--- src/rtl/motion_alarm_ctrl.sv ---
`default_nettype none
// ============================================================================
// Module   : motion_alarm_ctrl
// Brief    : PIR synchronise/debounce plus arm/disarm/alarm controller
// Revision : 1.0 - initial release
// ============================================================================
module motion_alarm_ctrl #(
    parameter int SYNC_STAGES     = 2,
    parameter int DEBOUNCE_CYCLES = 4,
    parameter int ARM_DELAY       = 8,
    parameter int ALARM_TIMEOUT   = 64,
    parameter int CNT_W           = 8
) (
    input  logic             clk,
    input  logic             rst_n,
    input  logic             turn,
    input  logic             stop_alarm,
    input  logic             pir_sensor_1,
    input  logic             pir_sensor_2,
    input  logic             pir_sensor_3,
    output logic             alarm,
    output logic             armed,
    output logic [2:0]       zone,
    output logic [CNT_W-1:0] event_count,
    output logic [1:0]       state_o
);

    localparam int DB_W    = (DEBOUNCE_CYCLES > 1) ? $clog2(DEBOUNCE_CYCLES) : 1;
    localparam int TMR_MAX = (ARM_DELAY > ALARM_TIMEOUT) ? ARM_DELAY : ALARM_TIMEOUT;
    localparam int TMR_W   = (TMR_MAX > 1) ? $clog2(TMR_MAX) : 1;

    localparam logic [DB_W-1:0]  C_DB_LAST    = DB_W'(DEBOUNCE_CYCLES - 1);
    localparam logic [TMR_W-1:0] C_ARM_LAST   = TMR_W'(ARM_DELAY - 1);
    localparam logic [TMR_W-1:0] C_ALARM_LAST = TMR_W'((ALARM_TIMEOUT > 0) ? ALARM_TIMEOUT - 1 : 0);
    localparam logic [CNT_W-1:0] C_CNT_MAX    = {CNT_W{1'b1}};

    localparam logic [1:0] S_IDLE   = 2'd0;
    localparam logic [1:0] S_ARMING = 2'd1;
    localparam logic [1:0] S_ARMED  = 2'd2;
    localparam logic [1:0] S_ALARM  = 2'd3;

    logic [2:0] w_pin;
    logic [2:0] w_det;

    assign w_pin = {pir_sensor_3, pir_sensor_2, pir_sensor_1};

    // Per-channel synchroniser followed by a consecutive-high debounce counter.
    for (genvar i = 0; i < 3; i++) begin : g_chan
        logic [SYNC_STAGES-1:0] r_sync;
        logic [DB_W-1:0]        r_db_cnt;
        logic                   r_det;

        always_ff @(posedge clk or negedge rst_n) begin
            if (!rst_n) begin
                r_sync   <= '0;
                r_db_cnt <= '0;
                r_det    <= 1'b0;
            end else begin
                r_sync <= {r_sync[SYNC_STAGES-2:0], w_pin[i]};
                if (!r_sync[SYNC_STAGES-1]) begin
                    r_db_cnt <= '0;
                    r_det    <= 1'b0;
                end else if (r_db_cnt == C_DB_LAST) begin
                    r_det    <= 1'b1;
                end else begin
                    r_db_cnt <= r_db_cnt + DB_W'(1);
                end
            end
        end

        assign w_det[i] = r_det;
    end

    logic [1:0]       r_state;
    logic [TMR_W-1:0] r_timer;
    logic [2:0]       r_zone;
    logic [CNT_W-1:0] r_count;
    logic             r_alarm;
    logic             r_armed;

    logic [1:0]       w_state_nxt;
    logic [TMR_W-1:0] w_timer_nxt;
    logic [2:0]       w_zone_nxt;
    logic [CNT_W-1:0] w_count_nxt;
    logic [2:0]       w_zone_base;
    logic             w_alarm_nxt;
    logic             w_armed_nxt;

    always_ff @(posedge clk or negedge rst_n) begin
        if (!rst_n) begin
            r_state <= S_IDLE;
            r_timer <= '0;
            r_zone  <= '0;
            r_count <= '0;
            r_alarm <= 1'b0;
            r_armed <= 1'b0;
        end else begin
            r_state <= w_state_nxt;
            r_timer <= w_timer_nxt;
            r_zone  <= w_zone_nxt;
            r_count <= w_count_nxt;
            r_alarm <= w_alarm_nxt;
            r_armed <= w_armed_nxt;
        end
    end

    always_comb begin
        w_state_nxt = r_state;
        w_timer_nxt = r_timer;
        w_zone_nxt  = r_zone;
        w_count_nxt = r_count;
        w_zone_base = stop_alarm ? 3'b000 : r_zone;
        if (!turn) begin
            w_state_nxt = S_IDLE;
            w_timer_nxt = '0;
            w_zone_nxt  = '0;
        end else begin
            case (r_state)
                S_IDLE: begin
                    w_state_nxt = S_ARMING;
                    w_timer_nxt = '0;
                end
                S_ARMING: begin
                    if (r_timer == C_ARM_LAST) begin
                        w_state_nxt = S_ARMED;
                        w_timer_nxt = '0;
                    end else begin
                        w_timer_nxt = r_timer + TMR_W'(1);
                    end
                end
                S_ARMED: begin
                    // An acknowledge in the same cycle as a detection still alarms,
                    // but only the fresh zones are reported.
                    w_zone_nxt = w_zone_base;
                    if (|w_det) begin
                        w_state_nxt = S_ALARM;
                        w_zone_nxt  = w_zone_base | w_det;
                        w_timer_nxt = '0;
                        if (r_count != C_CNT_MAX) begin
                            w_count_nxt = r_count + CNT_W'(1);
                        end
                    end
                end
                default: begin
                    if (stop_alarm) begin
                        w_state_nxt = S_ARMED;
                        w_zone_nxt  = '0;
                        w_timer_nxt = '0;
                    end else begin
                        w_zone_nxt = r_zone | w_det;
                        if ((ALARM_TIMEOUT != 0) && (r_timer == C_ALARM_LAST)) begin
                            w_state_nxt = S_ARMED;
                            w_timer_nxt = '0;
                        end else begin
                            w_timer_nxt = r_timer + TMR_W'(1);
                        end
                    end
                end
            endcase
        end
    end

    always_comb begin
        w_alarm_nxt = (w_state_nxt == S_ALARM);
        w_armed_nxt = (w_state_nxt == S_ARMED) || (w_state_nxt == S_ALARM);
    end

    assign alarm       = r_alarm;
    assign armed       = r_armed;
    assign zone        = r_zone;
    assign event_count = r_count;
    assign state_o     = r_state;

endmodule
`default_nettype wire

--- config.mk ---
export PLATFORM = sky130hd
export DESIGN_NAME = motion_alarm_ctrl
export DESIGN_NICKNAME = d
export VERILOG_FILES = /design/src/rtl/motion_alarm_ctrl.sv
export SDC_FILE = /design/constraint.sdc
export NUM_CORES = 1
export LEC_CHECK = 0
export CAP_MARGIN = 25
export CELL_PAD_IN_SITES_DETAIL_PLACEMENT = 1
export CELL_PAD_IN_SITES_GLOBAL_PLACEMENT = 2
export CORE_ASPECT_RATIO = 1.25
export CORE_UTILIZATION = 36
export DETAILED_ROUTE_END_ITERATION = 6
export PLACE_DENSITY = 0.78
export SYNTH_ARGS = -nofsm -noshare
export SYNTH_HDL_FRONTEND = slang
export SYNTH_SLANG_ARGS = --single-unit
--- constraint.sdc ---
create_clock -name clk -period 1.75 [get_ports clk]
set_input_delay 0.525 -clock clk [delete_from_list [all_inputs] [get_ports clk]]
set_output_delay 0.525 -clock clk [all_outputs]
set_load 0.005 [all_outputs]
=== Word-level counts from Yosys, hierarchy flattened ===
Index checks and enable logic that the tools add are counted.

* Register bits after elaboration: 36
* Latch bits: 0
* Bits in writable memories: 0
* ROM bits: 0
* Input port bits: 7
* Output and inout bits: 15
* Word-level logic and storage cells: 74
* Memories kept: 0

* Add/subtract/negate cells: 5
* $mul: 0
* Divide/modulo/power cells: 0
* Magnitude comparators: 0
* Equal/unequal tests: 18
* Shift-type cells: 0
* Multiplexer cells: 29
* Bitwise operators: 2
* Reduce and logical (&&, ||, !) cells: 5

{| class="wikitable"
|+ Operators with widths
! operator !! count
|-
| 6-bit 2-to-1 mux || 5
|-
| 2-bit 2-to-1 mux || 11
|-
| 6-bit case mux with 3 select lines || 1
|-
| 2-bit equality test, second input constant || 6
|-
| 3-bit 2-to-1 mux || 4
|-
| 8-bit by 1-bit adder with 8-bit output, second input constant || 1
|-
| 2-bit inequality test, second input constant || 4
|-
| 8-bit inequality test, second input constant || 1
|-
| 2-bit by 1-bit adder with 2-bit output, second input constant || 3
|-
| 6-bit by 1-bit adder with 6-bit output, second input constant || 1
|-
| 6-bit by 3-bit equality test with 1-bit output, second input constant || 1
|-
| 6-bit equality test, second input constant || 1
|-
| 1-bit 2-to-1 mux || 6
|-
| 2-bit by 1-bit inequality test with 1-bit output, second input constant || 3
|-
| 3-bit bitwise OR || 2
|-
| 2-bit case mux with 3 select lines || 1
|-
| 3-bit case mux with 2 select lines || 1
|-
| 4-bit AND reduction || 1
|-
| 3-bit inequality test, second input constant || 1
|-
| 3-bit OR reduction || 1
|-
| 2-bit by 1-bit equality test with 1-bit output, second input constant || 1
|-
| 2-bit logical NOT || 1
|-
| 2-bit OR reduction || 1
|-
| 1-bit logical OR || 1
|}

=== Depth between registers and ports, before layout ===
* Depth after elaboration: 7
* Gate-level depth with buffers: 5
* Depth with buffers taken out: 5

=== Worst setup path after synthesis ===
No wires, ideal clock.

* Path kind: register to register
* From: register r_count[0], in the netlist event_count[0]
* To: register r_count[1], in the netlist event_count[1]
* Library setup time: 0.128 ns
* Data arrival time: 1.298 ns
* Data required time: 1.622 ns
* Slack: 0.324 ns
* Cell stages (with the launch flop): 5
* Period minus slack after synthesis: 1.426 ns
* Path through: dfrtp_1 > ha_1 > nand3_1 > o21ai_1 > mux2_1

* Longest elaborated chain between the ends: 2

{| class="wikitable"
|+ RTL lines
! what !! line !! RTL
|-
| start: declaration || 77 || <nowiki>logic [CNT_W-1:0] r_count;</nowiki>
|-
| start signal: assignment || 101 || <nowiki>r_count <= w_count_nxt;</nowiki>
|-
| parallel branches: the longest is 2 deep, another holds 8-bit by 1-bit adder with 8-bit output || - ||
|}

Several ways; the timed one is not identified.
A chain may end at the register's enable or synchronous reset.

=== Final worst setup path ===
* From: register r_count[0], in the netlist event_count[0]
* To: output port event_count[0]

{| class="wikitable"
|+ RTL lines
! what !! line !! RTL
|-
| end: declaration || 24 || <nowiki>output logic [CNT_W-1:0] event_count,</nowiki>
|}

No word-level cell between the ends.

==> key figures <==
STA
  • Clk_skew: 0.00857 ns
  • Max Freq: about 590 MHz
  • Slew @ Worst Pin: about 0.39 ns
  • Minimum clock period: 1.70 ns
  • Worst setup margin: about 0.053 ns
  • RSZ-0062 raised after global routing: no
  • Final Slew Violations: 0
  • Relative slew slack: 0.739
  • Period utilization: 0.970
  • Final setup fails: 0
  • Hold Vio Cnt, Final: 0
  • Hold slack: around 0.35 ns

Detailed routing
  • Wire length per cell: ~15 um
  • Final ANT Viol Nets: 0
  • Vias/cell: approximately 5.1
  • Vias: 1,186
  • First-pass detailed-route iteration total: 2
  • DR iter-0 viols: 13
  • Final wirelength: around 3.6 mm
  • DRC: 0

Clocking
  • Root buffer cell: clkbuf_8
  • Inserted Clock Buffers: 5
  • CTS Hold Buffers Added: 0
  • Worst-Skew Late Latency: 0.28 ns
  • Clock slew at reported path FFs: ~0.070 ns
  • CTS tree: yes
  • Maximum buffer depth of the clock tree: 2
  • CTS Sinks: 36
  • CTS HTree Levels: 2

Logic synthesis
  • Post-synthesis sequential area ratio: 0.568
  • Synth Area in Compound Gates: 0.109
  • Largest family of logic cells by synthesized area: simple AND/OR/NAND/NOR gates
  • Mux cell area share after synthesis: 0.0465
  • Ys flop type: dfrtp_1
  • Post-Syn Nets: approximately 140
  • Synth top area share: 0.568
  • Synth Area in Simple Gates: 0.181
  • Leading area contributor after synthesis: dfrtp_1
  • Syn Area/Cell: approximately 12 um2
  • Synth Area in XOR/XNOR: 0.0442
  • Leading cell type by number of instances after synthesis: dfrtp_1
  • Synth warn: 0
  • Post-Synth Adder-Cell Area: 0.0394
  • Synth Instances: approximately 130
  • Async SR Flop Fraction: 1.00
  • Synthesized flop and latch total: 36
  • EDFF count, synth: 0
  • Synth top cells by count: dfrtp_1, nand2_1, nor2b_1, xnor2_1
  • Synthesized area: 0.00159 mm2
  • Yosys cell types: 35
  • Synth top area cells: dfrtp_1, xnor2_1, ha_1

Final layout
  • Core Util, Final: 0.506
  • Ant diodes: 0
  • Design Area, Final: about 0.0021 mm2
  • Fin nets: between 150 and 200
  • P&R area growth vs syn: 32.9%
  • Filler Cell Count: between 400 and 500
  • Share of layout cells above drive strength 1: 0.200
  • Layout Cells excl Fill: around 230

Die
  • Core box area: around 0.0042 mm2
  • Die area: about 0.0047 mm2
  • Die Wd: around 60 um
  • Row count: 26
  • Die Ht: 76.2 um
  • I/O pin count: 22
  • Initial Util: 0.381

Pwr
  • Cell leakage power: 0.951 nW
  • VDD IR max: roughly 0.51 mV
  • Cell Pwr Density: a little over 800 mW/mm2

Placed design
  • DP Area: about 0.0019 mm2
  • Pre-CTS setup slack: -0.214 ns
  • GP Congestion: around 0.76
  • Number of port buffers: 21
  • Placed cells: roughly 210
  • Dpl hpwl: about 2.5 mm

Critical path
  • WP data required: 1.22 ns
  • Crit-path max cell delay: approximately 0.52 ns
  • Crit start category: register
  • Worst Path Buf+Inv: 1
  • Crit-path slowest cell: clkdlybuf4s50_1
  • Family with the most delay on the worst path: buffers and inverters
  • CP Class: reg2out
  • CP Max Fanout: 2
  • CP Capture Type: output pin
  • Worst-path cell chain: clkdlybuf4s50_1
  • Critical path arrival: about 1.2 ns

GRT
  • Number of global-route vias before repair: 1,339
  • Gr usage total: 0.178
  • Number of antenna violations at the first check in global routing: 0
  • GRT overflow: 0
  • Largest net degree at the start of global routing: 37
  • First-pass GRT wire length: 6.15 mm

Worst hold path
  • HP Class: reg2reg

Job
  • Max_cap viols: 0

Run status
  • Status: complete, no violations
==> final timing paths <==
| kind | startpoint | to | slack, ns | cells past startpoint |
|---|---|---|---|---|
| setup / recovery | event_count[0]$_DFFE_PN0P_ | event_count[0] | 0.05 | 1 |
| hold / removal | g_chan[2].r_sync[0]$_DFF_PN0_ | g_chan[2].r_sync[1]$_DFF_PN0_ | 0.35 | 0 |
| setup reg to reg | g_chan[1].r_det$_DFFE_PN0P_ | event_count[1]$_DFFE_PN0P_ | 0.21 | 4 |
| hold reg to reg | g_chan[2].r_sync[0]$_DFF_PN0_ | g_chan[2].r_sync[1]$_DFF_PN0_ | 0.35 | 0 |
| max in group asynchronous | rst_n | state_o[1]$_DFF_PN0_ | 0.93 | 2 |
| min in group asynchronous | rst_n | event_count[5]$_DFFE_PN0P_ | 0.62 | 2 |
==> layout make-up <==
| cell class | count | area [um2] | share of cell area |
|---|---|---|---|
| clock buffers | 7 | 86.3 | 0.0409 |
| clock inverters | 1 | 7.51 | 0.00356 |
| inverters | 2 | 7.51 | 0.00356 |
| multi-input cells | 90 | 666 | 0.316 |
| flip-flops and latches | 36 | 906 | 0.430 |
| well taps | 56 | 70.1 | 0.0332 |
| repair buffers | 39 | 365 | 0.173 |
==> layer usage <==
layer / part of all wire / track usage
met1: 0.40 / 0.197
met2: 0.54 / 0.310
met3: 0.036 / 0.0509
met4: 0.015 / 0.0667
met5: 0 / 0
==> placed cells by master (no fill, tap or decap), types with 3 or more instances in the layout <==
master and count:
dfrtp_2 4, o211ai_1 3, and3_1 4, mux2i_1 4
mux2_1 3, nor2b_1 8, xnor2_1 8, ha_1 5
clkbuf_8 6, nand2_1 9, clkdlybuf4s50_1 18, buf_4 17
o21a_1 6, a22oi_1 3, nand4_1 4, dlymetal6s2s_1 3
dfrtp_1 32, and2_1 4, nand3_1 6
==> metrics by stage <==
step                power (mW)  TNS [ns]
floorplan                 1.04         0
global placement          1.10     -1.43
detailed placement        1.12     -1.82
CTS                       1.75         0
global route              1.81         0
finish                    1.72         0
==> kinds of logic (layout without fill, tap and decap cells) <==
kind of cell | after synthesis | count (layout)
and+or+nand+nor | 47 | 47
DFF | 36 | 36
AOI/OAI and AO/OA | 23 | 23
xor gates and xnor gates | 8 | 8
muxes | 7 | 7
adders and majority gates | 5 | 5
buffers and inverters | 5 | 49
==> registers in the layout, indices dropped and copies added (netlist names), 2 cells and up <==
name	cells
event_count	8
g_chan.r_db_cnt	6
g_chan.r_sync	6
r_timer	6
g_chan.r_det	3
zone	3
state_o	2
==> repair_timing <==
item                                    in CTS  in global routing
hold endpoints to repair                     0                  0
buffers inserted                             6                  3
resized for setup                            4                  3
endpoints found under the setup margin       6                  4
==> where the power goes <==
part           leakage, nW  internal [mW]  switching [mW]  total [mW]
sequential           0.472          0.880          0.0392       0.919
combinational        0.435         0.0954          0.0884       0.184
clock               0.0445          0.320           0.293       0.613
Note: power is estimated with default switching activity, not from simulation.
